File: src/rtl/ipl_arb_pkg.sv
// Shared constants for the IPL boot-memory arbiter: default bus widths and port IDs.
package ipl_arb_pkg;

    localparam int IPL_ADDR_W = 12;
    localparam int IPL_DATA_W = 32;
    localparam int IPL_BE_W   = IPL_DATA_W / 8;

    localparam logic PORT_A = 1'b0;
    localparam logic PORT_B = 1'b1;

    // One-hot grant vector for a port ID (bit index == port ID).
    function automatic logic [1:0] port_onehot(input logic port);
        return (port == PORT_B) ? 2'b10 : 2'b01;
    endfunction

endpackage

File: src/rtl/rr_arbiter2.sv
// Two-requester round-robin arbiter with a combinational one-hot grant.
// The 'last' register remembers the most recently served port.
module rr_arbiter2
    import ipl_arb_pkg::*;
(
    input  logic       clk,
    input  logic       reset_n,
    input  logic       enable,
    input  logic [1:0] req,
    input  logic       accept,
    output logic [1:0] grant
);

    logic last_q;
    logic last_d;

    always_comb begin
        grant = 2'b00;
        if (enable) begin
            unique case (req)
                2'b01:   grant = port_onehot(PORT_A);
                2'b10:   grant = port_onehot(PORT_B);
                // On conflict the port that was not served last wins.
                2'b11:   grant = (last_q == PORT_A) ? port_onehot(PORT_B) : port_onehot(PORT_A);
                default: grant = 2'b00;
            endcase
        end
    end

    always_comb begin
        last_d = last_q;
        if (accept && (grant != 2'b00)) begin
            last_d = grant[PORT_B] ? PORT_B : PORT_A;
        end
    end

    // Reset to B so that A wins the first conflict.
    always_ff @(posedge clk) begin
        if (!reset_n) begin
            last_q <= PORT_B;
        end else begin
            last_q <= last_d;
        end
    end

endmodule

File: src/rtl/ipl_memory_arbiter.sv
// Avalon-MM arbiter sharing the single-port IPL boot RAM between port A (CPU)
// and port B (host/debug loader), with one-cycle registered read return.
module ipl_memory_arbiter
    import ipl_arb_pkg::*;
#(
    parameter int ADDR_W = IPL_ADDR_W,
    parameter int DATA_W = IPL_DATA_W,
    parameter int BE_W   = IPL_BE_W
) (
    input  logic              clk,
    input  logic              reset_n,
    input  logic              reset_req,

    input  logic [ADDR_W-1:0] a_address,
    input  logic [BE_W-1:0]   a_byteenable,
    input  logic              a_read,
    input  logic              a_write,
    input  logic [DATA_W-1:0] a_writedata,
    output logic              a_waitrequest,
    output logic [DATA_W-1:0] a_readdata,
    output logic              a_readdatavalid,

    input  logic [ADDR_W-1:0] b_address,
    input  logic [BE_W-1:0]   b_byteenable,
    input  logic              b_read,
    input  logic              b_write,
    input  logic [DATA_W-1:0] b_writedata,
    output logic              b_waitrequest,
    output logic [DATA_W-1:0] b_readdata,
    output logic              b_readdatavalid,

    output logic [ADDR_W-1:0] mem_address,
    output logic [BE_W-1:0]   mem_byteenable,
    output logic [DATA_W-1:0] mem_writedata,
    output logic              mem_chipselect,
    output logic              mem_write,
    output logic              mem_clken,
    input  logic [DATA_W-1:0] mem_readdata
);

    logic [1:0] req;
    logic [1:0] wr;
    logic [1:0] rd_only;
    logic [1:0] grant;
    logic [1:0] rdv_q;
    logic [1:0] rdv_d;
    logic       enable;
    logic       sel_b;
    logic       sel_write;

    // A write wins when read and write are raised together.
    assign wr      = {b_write, a_write};
    assign req     = {b_read | b_write, a_read | a_write};
    assign rd_only = {b_read & ~b_write, a_read & ~a_write};

    assign enable  = reset_n & ~reset_req;

    rr_arbiter2 u_rr (
        .clk     (clk),
        .reset_n (reset_n),
        .enable  (enable),
        .req     (req),
        .accept  (mem_chipselect),
        .grant   (grant)
    );

    assign a_waitrequest = req[PORT_A] & ~grant[PORT_A];
    assign b_waitrequest = req[PORT_B] & ~grant[PORT_B];

    // Port A drives the RAM bus whenever B is not granted, including idle.
    assign sel_b     = grant[PORT_B];
    assign sel_write = wr[sel_b];

    always_comb begin
        mem_address    = sel_b ? b_address   : a_address;
        mem_writedata  = sel_b ? b_writedata : a_writedata;
        mem_byteenable = '1;
        if (sel_write) begin
            mem_byteenable = sel_b ? b_byteenable : a_byteenable;
        end
    end

    assign mem_chipselect = |grant;
    assign mem_write      = mem_chipselect & sel_write;
    assign mem_clken      = enable;

    always_comb begin
        rdv_d = grant & rd_only;
    end

    always_ff @(posedge clk) begin
        if (!reset_n) begin
            rdv_q <= '0;
        end else begin
            rdv_q <= rdv_d;
        end
    end

    // Masters are reset together with the arbiter, so an in-flight read is
    // dropped as soon as reset_n falls.
    assign a_readdatavalid = rdv_q[PORT_A] & reset_n;
    assign b_readdatavalid = rdv_q[PORT_B] & reset_n;
    assign a_readdata      = mem_readdata;
    assign b_readdata      = mem_readdata;

endmodule

File: config.mk
export PLATFORM = sky130hd
export DESIGN_NAME = ipl_memory_arbiter
export DESIGN_NICKNAME = d
export VERILOG_FILES = /design/src/rtl/ipl_arb_pkg.sv /design/src/rtl/rr_arbiter2.sv /design/src/rtl/ipl_memory_arbiter.sv
export SDC_FILE = /design/constraint.sdc
export NUM_CORES = 1
export LEC_CHECK = 0
export ABC_AREA = 0
export CORE_AREA = 2 2 98 100
export CTS_CLUSTER_SIZE = 25
export DETAILED_ROUTE_END_ITERATION = 8
export DIE_AREA = 0 0 100 102
export SLEW_MARGIN = 25
export SYNTH_ARGS = -nofsm -noshare
export SYNTH_HDL_FRONTEND = slang
export SYNTH_SLANG_ARGS = --single-unit
File: constraint.sdc
create_clock -name clk -period 2.1 [get_ports clk]
set_input_delay 0.525 -clock clk [delete_from_list [all_inputs] [get_ports clk]]
set_output_delay 0.525 -clock clk [all_outputs]
set_load 0.02 [all_outputs]
==> impl_results.rst, run 1 <==
.. list-table::
   :header-rows: 1

   * - Metric
     - Value
   * - Number of buffers created by CTS
     - 3
   * - Share of power burned in the clock network
     - 20.2%
   * - Mean instance size in the synthesized netlist
     - 8.859 µm²
   * - Placement Setup Slack
     - -0.8332 ns
   * - Result of the run
     - finished, violations left
   * - Measured slew at the worst slew-check pin
     - 0.2493 ns
   * - Maximum number of pins on one net before global-route repair
     - 24
   * - Number of flops mapped to enable cells by yosys
     - 0
   * - Setup crit start kind
     - input pin
   * - Library cell with the highest instance count after synthesis
     - sky130_fd_sc_hd__buf_4
   * - Cells taking the most area after synthesis
     - sky130_fd_sc_hd__buf_4, sky130_fd_sc_hd__mux2_2, sky130_fd_sc_hd__mux2_4, sky130_fd_sc_hd__dfxtp_1, sky130_fd_sc_hd__nor2b_1
   * - Number of global-route vias before repair
     - 1494
   * - Final-stage net count
     - 405
   * - Share of total power in combinational logic
     - 72.5%
   * - N_diodes
     - 0
   * - Fraction of the mapped netlist area in compound gates
     - 3.318%
   * - Switching fraction of total power
     - 31.49%
   * - Final Skew
     - 0.002591 ns
   * - Unrepaired setup endpoints after global routing
     - yes
   * - Core outline area
     - 9109 µm²
   * - Detailed-route DRC error count
     - 0
   * - Terminating pin of the worst hold path
     - rdv_q[0]
   * - WHS Path Cells
     - 3
   * - Area fraction of the dominant cell type after synthesis
     - 36.40%
   * - Req. time, crit path
     - 1.57 ns
   * - Shortest period the worst path allows
     - 2.297 ns
   * - Placed standard-cell area
     - 2633 µm²
   * - Detailed router's first-iteration violation count
     - 14
   * - Peak supply drop
     - 0.1663 mV
   * - Pleak
     - 0.001311 µW
   * - Worst Path Arrival
     - 1.77 ns
   * - Worst R2R Setup Slack
     - 1.02 ns
   * - Net Switching
     - 263.9 µW
   * - Clock Root Buffer
     - sky130_fd_sc_hd__clkbuf_8
   * - Internal cell power
     - 574.1 µW
   * - Post-Syn Instances
     - 149
   * - Drt first pass iters
     - 4
   * - Clk_lat worst skew
     - 0.22 ns
   * - Initial antenna violation count
     - 0
   * - Total non-filler cell area in the finished layout
     - 2894 µm²
   * - Top-Level Pins
     - 254
   * - Sequential share of the synthesized area
     - 4.550%
   * - Tcrit/Tclk final
     - 109.4%
   * - Main combinational cell family by area after synthesis
     - multiplexers
   * - HP Class
     - input pin to register
   * - Slowest cell delay on critical path
     - 0.30 ns
   * - Standard cell with the maximum stage delay on the critical path
     - sky130_fd_sc_hd__mux2_4
   * - Fill cell instance count of the final layout
     - 950
   * - Starting density of the core
     - 14.49%
   * - Critical path class
     - input pin to output pin
   * - CTS tree
     - done
   * - Flip-flop and latch count after synthesis
     - 3
   * - Setup Viol. Count Final
     - 42
   * - Total Wirelength
     - 5951 µm
   * - Maximum net fanout on the critical path
     - 5
   * - R2R depth
     - 4
   * - Achievable frequency
     - 435.3 MHz
   * - Portion of netlist area occupied by mux cells
     - 41.99%
   * - Remaining number of nets flagged by the antenna check after routing
     - 0
   * - Deepest clock path buffer count
     - 2
   * - Violations in the final reports
     - setup timing
   * - Syn_nets
     - 284
   * - Synth Area in XOR/XNOR
     - 0%
   * - Total power
     - 837.9 µW
   * - Signed area change from the synthesized netlist to the final layout
     - 119.2%
   * - Relative slew slack
     - 83.45%
   * - Part of the total power dissipated in sequential elements
     - 7.3%
   * - Post-synthesis adder-cell area fraction
     - 0%
   * - Number of violations of the max-capacitance limit
     - 0
   * - First-pass GRT wire length
     - 8024 µm
   * - Synth Cell Area
     - 1320 µm²
   * - Pins Over Slew Limit
     - 0
   * - Number of sinks driven by the clock tree
     - 3
   * - Count of warnings emitted by yosys
     - 0
   * - Critical-path cell list
     - buf_6 -> nand2b_4 -> inv_4 -> nand3b_4 -> buf_6 -> buf_12 -> buf_16 -> mux2_4 -> buf_6
   * - Combined global-route utilization of all metal layers
     - 10.25%
   * - Worst r2r dst
     - rdv_q[0]
   * - Number of distinct library cell variants in the gate-level netlist after synthesis
     - 21
   * - Post-synthesis share of cell area spent on and, or, nand and nor gates
     - 10.62%
   * - Fraction of layout cells with a size suffix above 1
     - 50.56%
   * - Critical path endpoint category
     - output pin
   * - Worst R2R Start
     - u_rr.last_q
   * - Die Y
     - 102 µm
   * - Input/output buffers
     - 157
   * - H-tree Lvls
     - 1
   * - Vias after detailed routing
     - 1451
   * - Horiz. Die Dim
     - 100 µm
   * - Most used flip-flop cell after synthesis
     - sky130_fd_sc_hd__dfxtp_1
   * - Routability-driven placement congestion ratio
     - 0.7452
   * - Area of the die
     - 10200 µm²
   * - Number of hold violations in the final report
     - 0
   * - Vias per cell
     - 3.818
   * - Crit path top cell by count
     - sky130_fd_sc_hd__buf_6
   * - Most used standard cells in the synthesized netlist
     - sky130_fd_sc_hd__buf_4, sky130_fd_sc_hd__mux2_2, sky130_fd_sc_hd__nor2b_1, sky130_fd_sc_hd__mux2_4, sky130_fd_sc_hd__mux2i_1
   * - Power density relative to cell area
     - 289.5 nW/µm²
   * - Clk pin slew, worst setup/hold paths
     - 0.03 ns
   * - Hold_sp
     - a_write
   * - Per-cell routed wire length
     - 15.66 µm
   * - Remaining global-route overflow
     - 0
   * - Row cnt
     - 35
   * - Cell accounting for the most synthesized area
     - sky130_fd_sc_hd__buf_4
   * - Min setup slack post-route
     - -0.1971 ns
   * - Hpwl dp
     - 4641 µm
   * - Fraction of registers with async set/reset
     - 0%
worst max-delay path by stage:
stage	start	to	cells past startpoint
2_1_floorplan	reset_req	mem_byteenable[0]	6
3_3_place_gp	b_read	mem_writedata[9]	6
3_5_place_dp	a_read	mem_writedata[9]	6
4_1_cts	b_write	mem_writedata[17]	6
5_1_grt	b_write	mem_writedata[8]	8
6_report	reset_req	mem_writedata[9]	9
stage by stage:
| step | cells | util (%) | hold WS, ns | TNS (ns) |
|---|---|---|---|---|
| global placement | 360 | 28.90 | 0.7290 | -39.95 |
| detailed placement | 360 | 28.90 | 0.7411 | -40.46 |
| floorplan | 149 | - | 0.5974 | 0 |
| global route | 380 | 31.77 | 0.6457 | -6.862 |
| finish | 380 | 31.77 | 0.6271 | -5.023 |
| CTS | 372 | 29.45 | 0.6283 | -5.086 |
sequential cells by signal, indices dropped and copies added (netlist names):
signal and cells:
u_rr.last_q 1, rdv_q 2
power groups by stage:
stage / registers, µW / logic, µW / clock network (µW)
2_1_floorplan: 61.8 / 387 / 0
3_3_place_gp: 61.5 / 575 / 0
3_5_place_dp: 61.6 / 576 / 0
4_1_cts: 61.2 / 567 / 173
5_1_grt: 61.4 / 642 / 181
6_report: 61.2 / 608 / 169
cell usage in the layout, fill, tap and decap left out, types with 3 or more instances in the layout:
| cell type | n |
|---|---|
| sky130_fd_sc_hd__buf_12 | 5 |
| sky130_fd_sc_hd__dfxtp_1 | 3 |
| sky130_fd_sc_hd__a21oi_1 | 3 |
| sky130_fd_sc_hd__mux2i_1 | 4 |
| sky130_fd_sc_hd__buf_4 | 23 |
| sky130_fd_sc_hd__buf_2 | 17 |
| sky130_fd_sc_hd__buf_16 | 3 |
| sky130_fd_sc_hd__mux2_4 | 12 |
| sky130_fd_sc_hd__dlygate4sd2_1 | 3 |
| sky130_fd_sc_hd__nor2b_1 | 9 |
| sky130_fd_sc_hd__clkdlybuf4s50_1 | 99 |
| sky130_fd_sc_hd__clkbuf_8 | 3 |
| sky130_fd_sc_hd__buf_6 | 33 |
| sky130_fd_sc_hd__mux2_2 | 32 |
| sky130_fd_sc_hd__nor3b_1 | 3 |
logic make-up after synthesis:
logic type / count (synthesis)
buf+inv: 70
flops: 3
compound gates: 7
mux: 48
simple gates: 21
final cells by class:
class / instances / area (µm²) / area share (%)
inverter: 1 / 6.256 / 0.2162
sequential: 3 / 60.06 / 2.075
multi-input combinational: 76 / 784.5 / 27.11
timing repair buffer: 185 / 1859 / 64.25
tap: 111 / 138.9 / 4.799
clock buffer: 4 / 45.04 / 1.556
layer usage:
| layer | wire [µm] | GRT usage [%] | vias up |
|---|---|---|---|
| li1 | - | - | 683 |
| met1 | 1990 | 10.28 | 636 |
| met2 | 3056 | 19.23 | 109 |
| met3 | 763 | 4.241 | 23 |
| met4 | 141 | 3.477 | 0 |
| met5 | 0 | 0 | - |
worst max-delay path: cells and delay by family:
| family | cells | cell delay [ns] |
|---|---|---|
| buffers and inverters | 6 | 0.68 |
| AND/OR/NAND/NOR | 2 | 0.25 |
| multiplexers | 1 | 0.30 |
what timing repair did:
| action | 4_1_cts | 5_1_grt |
|---|---|---|
| buffers inserted | 5 | 7 |
| gates resized for setup | 257 | 41 |
| gates cloned | 3 | 2 |
| pin swaps | 1 | 0 |
| endpoints found under the setup margin | 55 | 48 |
| hold buffers | 0 | 0 |
Power figures use the tool's default switching activity.
==> run 2, diff against run 1 <==
--- a/config.mk
+++ b/config.mk
@@ -10,6 +10,8 @@
 export CTS_CLUSTER_SIZE = 25
 export DETAILED_ROUTE_END_ITERATION = 8
 export DIE_AREA = 0 0 100 102
+export HOLD_SLACK_MARGIN = 0.05
+export SKIP_CTS_REPAIR_TIMING = 1
 export SLEW_MARGIN = 25
 export SYNTH_ARGS = -nofsm -noshare
 export SYNTH_HDL_FRONTEND = slang
==> constraint.sdc (replaced) <==
create_clock -name clk -period 2.1 [get_ports clk]
set_input_delay 0.63 -clock clk [delete_from_list [all_inputs] [get_ports clk]]
set_output_delay 0.63 -clock clk [all_outputs]
set_load 0.02 [all_outputs]
==> impl_results.rst, run 2 (synthesized netlist as in run 1, its figures left out) <==
.. list-table::
   :header-rows: 1

   * - Metric
     - Value
   * - Result of the run
     - finished, violations left
   * - Violations in the final reports
     - setup timing
   * - Top-Level Pins
     - 254 (unchanged)
   * - Number of buffers created by CTS
     - 3 (unchanged)
   * - Clock Root Buffer
     - sky130_fd_sc_hd__clkbuf_8
   * - Setup crit start kind
     - input pin
   * - Number of hold violations in the final report
     - 0 (unchanged)
   * - Clk pin slew, worst setup/hold paths
     - 0.03 ns (about the same)
   * - Final-stage net count
     - 399 (-1.5%)
   * - Remaining global-route overflow
     - 0 (unchanged)
   * - Remaining number of nets flagged by the antenna check after routing
     - 0 (unchanged)
   * - Vias per cell
     - 3.917 (+2.6%)
   * - Fill cell instance count of the final layout
     - 943 (-0.74%)
   * - Peak supply drop
     - 0.1400 mV (-16%)
   * - Combined global-route utilization of all metal layers
     - 9.638% (-0.61 points)
   * - Fraction of layout cells with a size suffix above 1
     - 52.47% (+1.9 points)
   * - Final core utilization
     - 33.19% (+1.4 points)
   * - Terminating pin of the worst hold path
     - rdv_q[0]
   * - First-pass GRT wire length
     - 7790 µm (-2.9%)
   * - Largest registers in the final layout
     - rdv_q (2), u_rr.last_q (1)
   * - Row cnt
     - 35 (unchanged)
   * - Maximum net fanout on the critical path
     - 6 (+1)
   * - Detailed-route DRC error count
     - 0 (unchanged)
   * - Drt first pass iters
     - 4 (unchanged)
   * - Leading cell type in the layout, fill and taps excluded
     - sky130_fd_sc_hd__clkdlybuf4s50_1
   * - Total Neg Setup Slack
     - -13.49 ns (-8.472 ns)
   * - Total Wirelength
     - 6284 µm (+5.6%)
   * - R2R depth
     - 6 (+2)
   * - Power density relative to cell area
     - 292.1 nW/µm² (+0.89%)
   * - Total power
     - 883.0 µW (+5.4%)
   * - Measured slew at the worst slew-check pin
     - 0.2652 ns (+0.01588 ns)
   * - Critical path class
     - input pin to output pin
   * - Commonest non-fill, non-tap cells in the layout
     - sky130_fd_sc_hd__clkdlybuf4s50_1, sky130_fd_sc_hd__buf_6, sky130_fd_sc_hd__mux2_2
   * - Register ranked first by flip-flop count
     - rdv_q
   * - CP startpoint
     - a_write
   * - H-tree Lvls
     - 1 (unchanged)
   * - CTS tree
     - done
   * - Hold_sp
     - a_write
   * - Maximum number of pins on one net before global-route repair
     - 26 (+8.3%)
   * - Input/output buffers
     - 157 (unchanged)
   * - Horiz. Die Dim
     - 100 µm (unchanged)
   * - Number of violations of the max-capacitance limit
     - 0 (unchanged)
   * - Pleak
     - 0.001383 µW (+5.5%)
   * - Largest register FFs
     - 2 (unchanged)
   * - Per-cell routed wire length
     - 16.80 µm (+7.3%)
   * - Achievable frequency
     - 409.2 MHz (-6.0%)
   * - WHS Path Cells
     - 3 (unchanged)
   * - Core outline area
     - 9109 µm² (unchanged)
   * - Area of the die
     - 10200 µm² (unchanged)
   * - Pins Over Slew Limit
     - 0 (unchanged)
   * - Worst r2r dst
     - rdv_q[1]
   * - Req. time, crit path
     - 1.47 ns (-0.10 ns)
   * - N_diodes
     - 0 (unchanged)
   * - Deepest clock path buffer count
     - 2 (unchanged)
   * - Routability-driven placement congestion ratio
     - 0.7361 (-1.2%)
   * - Die Y
     - 102 µm (unchanged)
   * - Shortest period the worst path allows
     - 2.444 ns (+0.1465 ns)
   * - Clk_lat worst skew
     - 0.21 ns (about the same)
   * - Final Skew
     - 0.001298 ns (-0.001292 ns)
   * - Worst Path Arrival
     - 1.81 ns (+0.04 ns)
   * - Signed area change from the synthesized netlist to the final layout
     - 129.0%
   * - Critical path endpoint category
     - output pin
   * - HP Class
     - input pin to register
   * - Setup Viol. Count Final
     - 48 (+14%)
   * - Detailed router's first-iteration violation count
     - 34 (+20)
   * - Tcrit/Tclk final
     - 116.4% (+7.0 points)
   * - Number of sinks driven by the clock tree
     - 3 (unchanged)
   * - Worst R2R Start
     - u_rr.last_q
   * - Relative slew slack
     - 82.29% (-1.2 points)
   * - Hpwl dp
     - 4797 µm (+3.4%)
   * - Unrepaired setup endpoints after global routing
     - yes
   * - Starting density of the core
     - 14.49% (unchanged)
   * - Min setup slack post-route
     - -0.3437 ns (-0.1465 ns)
   * - Number of global-route vias before repair
     - 1515 (+1.4%)
   * - Vias after detailed routing
     - 1465 (+0.96%)
   * - Initial antenna violation count
     - 0 (unchanged)
   * - Worst R2R Setup Slack
     - 0.94 ns (-0.08 ns)
==> run 2: routing by layer <==
layer	GRT usage, %	share of wire, %
met1	10.33	38
met2	16.89	47
met3	3.830	12
met4	4.215	2.8
met5	0	0
==> run 2: final cells by class <==
class / instances / area [µm²] / area share, %
clock buffers: 4 / 45.04 / 1.490
inverters: 1 / 8.758 / 0.2897
multi-input cells: 77 / 868.3 / 28.73
flip-flops and latches: 3 / 60.06 / 1.987
well taps: 111 / 138.9 / 4.594
repair buffers: 178 / 1902 / 62.91
==> run 2: worst max-delay path by stage <==
stage / end / slack, ns
finish: mem_writedata[22] / -0.34
global route: mem_writedata[0] / -0.38
CTS: mem_writedata[1] / -1.09
detailed placement: mem_writedata[1] / -1.08
global placement: mem_writedata[1] / -1.08
floorplan: mem_writedata[26] / -0.12
==> run 2: through the flow <==
stage / hold slack [ns] / setup WS, ns / cells / cell area (µm²)
global placement: 0.7313 / -1.081 / 361 / 2703
finish: 0.7415 / -0.3437 / 374 / 3023
global route: 0.7454 / -0.3790 / 374 / 3023
floorplan: 0.6010 / -0.1204 / 149 / 1396
CTS: 0.7359 / -1.089 / 365 / 2748
detailed placement: 0.7259 / -1.082 / 361 / 2703
==> run 2: power breakdown <==
part | internal, µW | switching, µW | total, µW
Combinational | 413 | 241 | 654
Sequential | 59.6 | 1.39 | 61.0
Clock | 130 | 38.2 | 168
==> run 2: critical path, stage by stage <==
cell	delay, ns
sky130_fd_sc_hd__buf_8	0.10
sky130_fd_sc_hd__o21ai_4	0.22
sky130_fd_sc_hd__nand3b_4	0.20
sky130_fd_sc_hd__clkbuf_16	0.22
sky130_fd_sc_hd__mux2_4	0.30
sky130_fd_sc_hd__buf_6	0.13
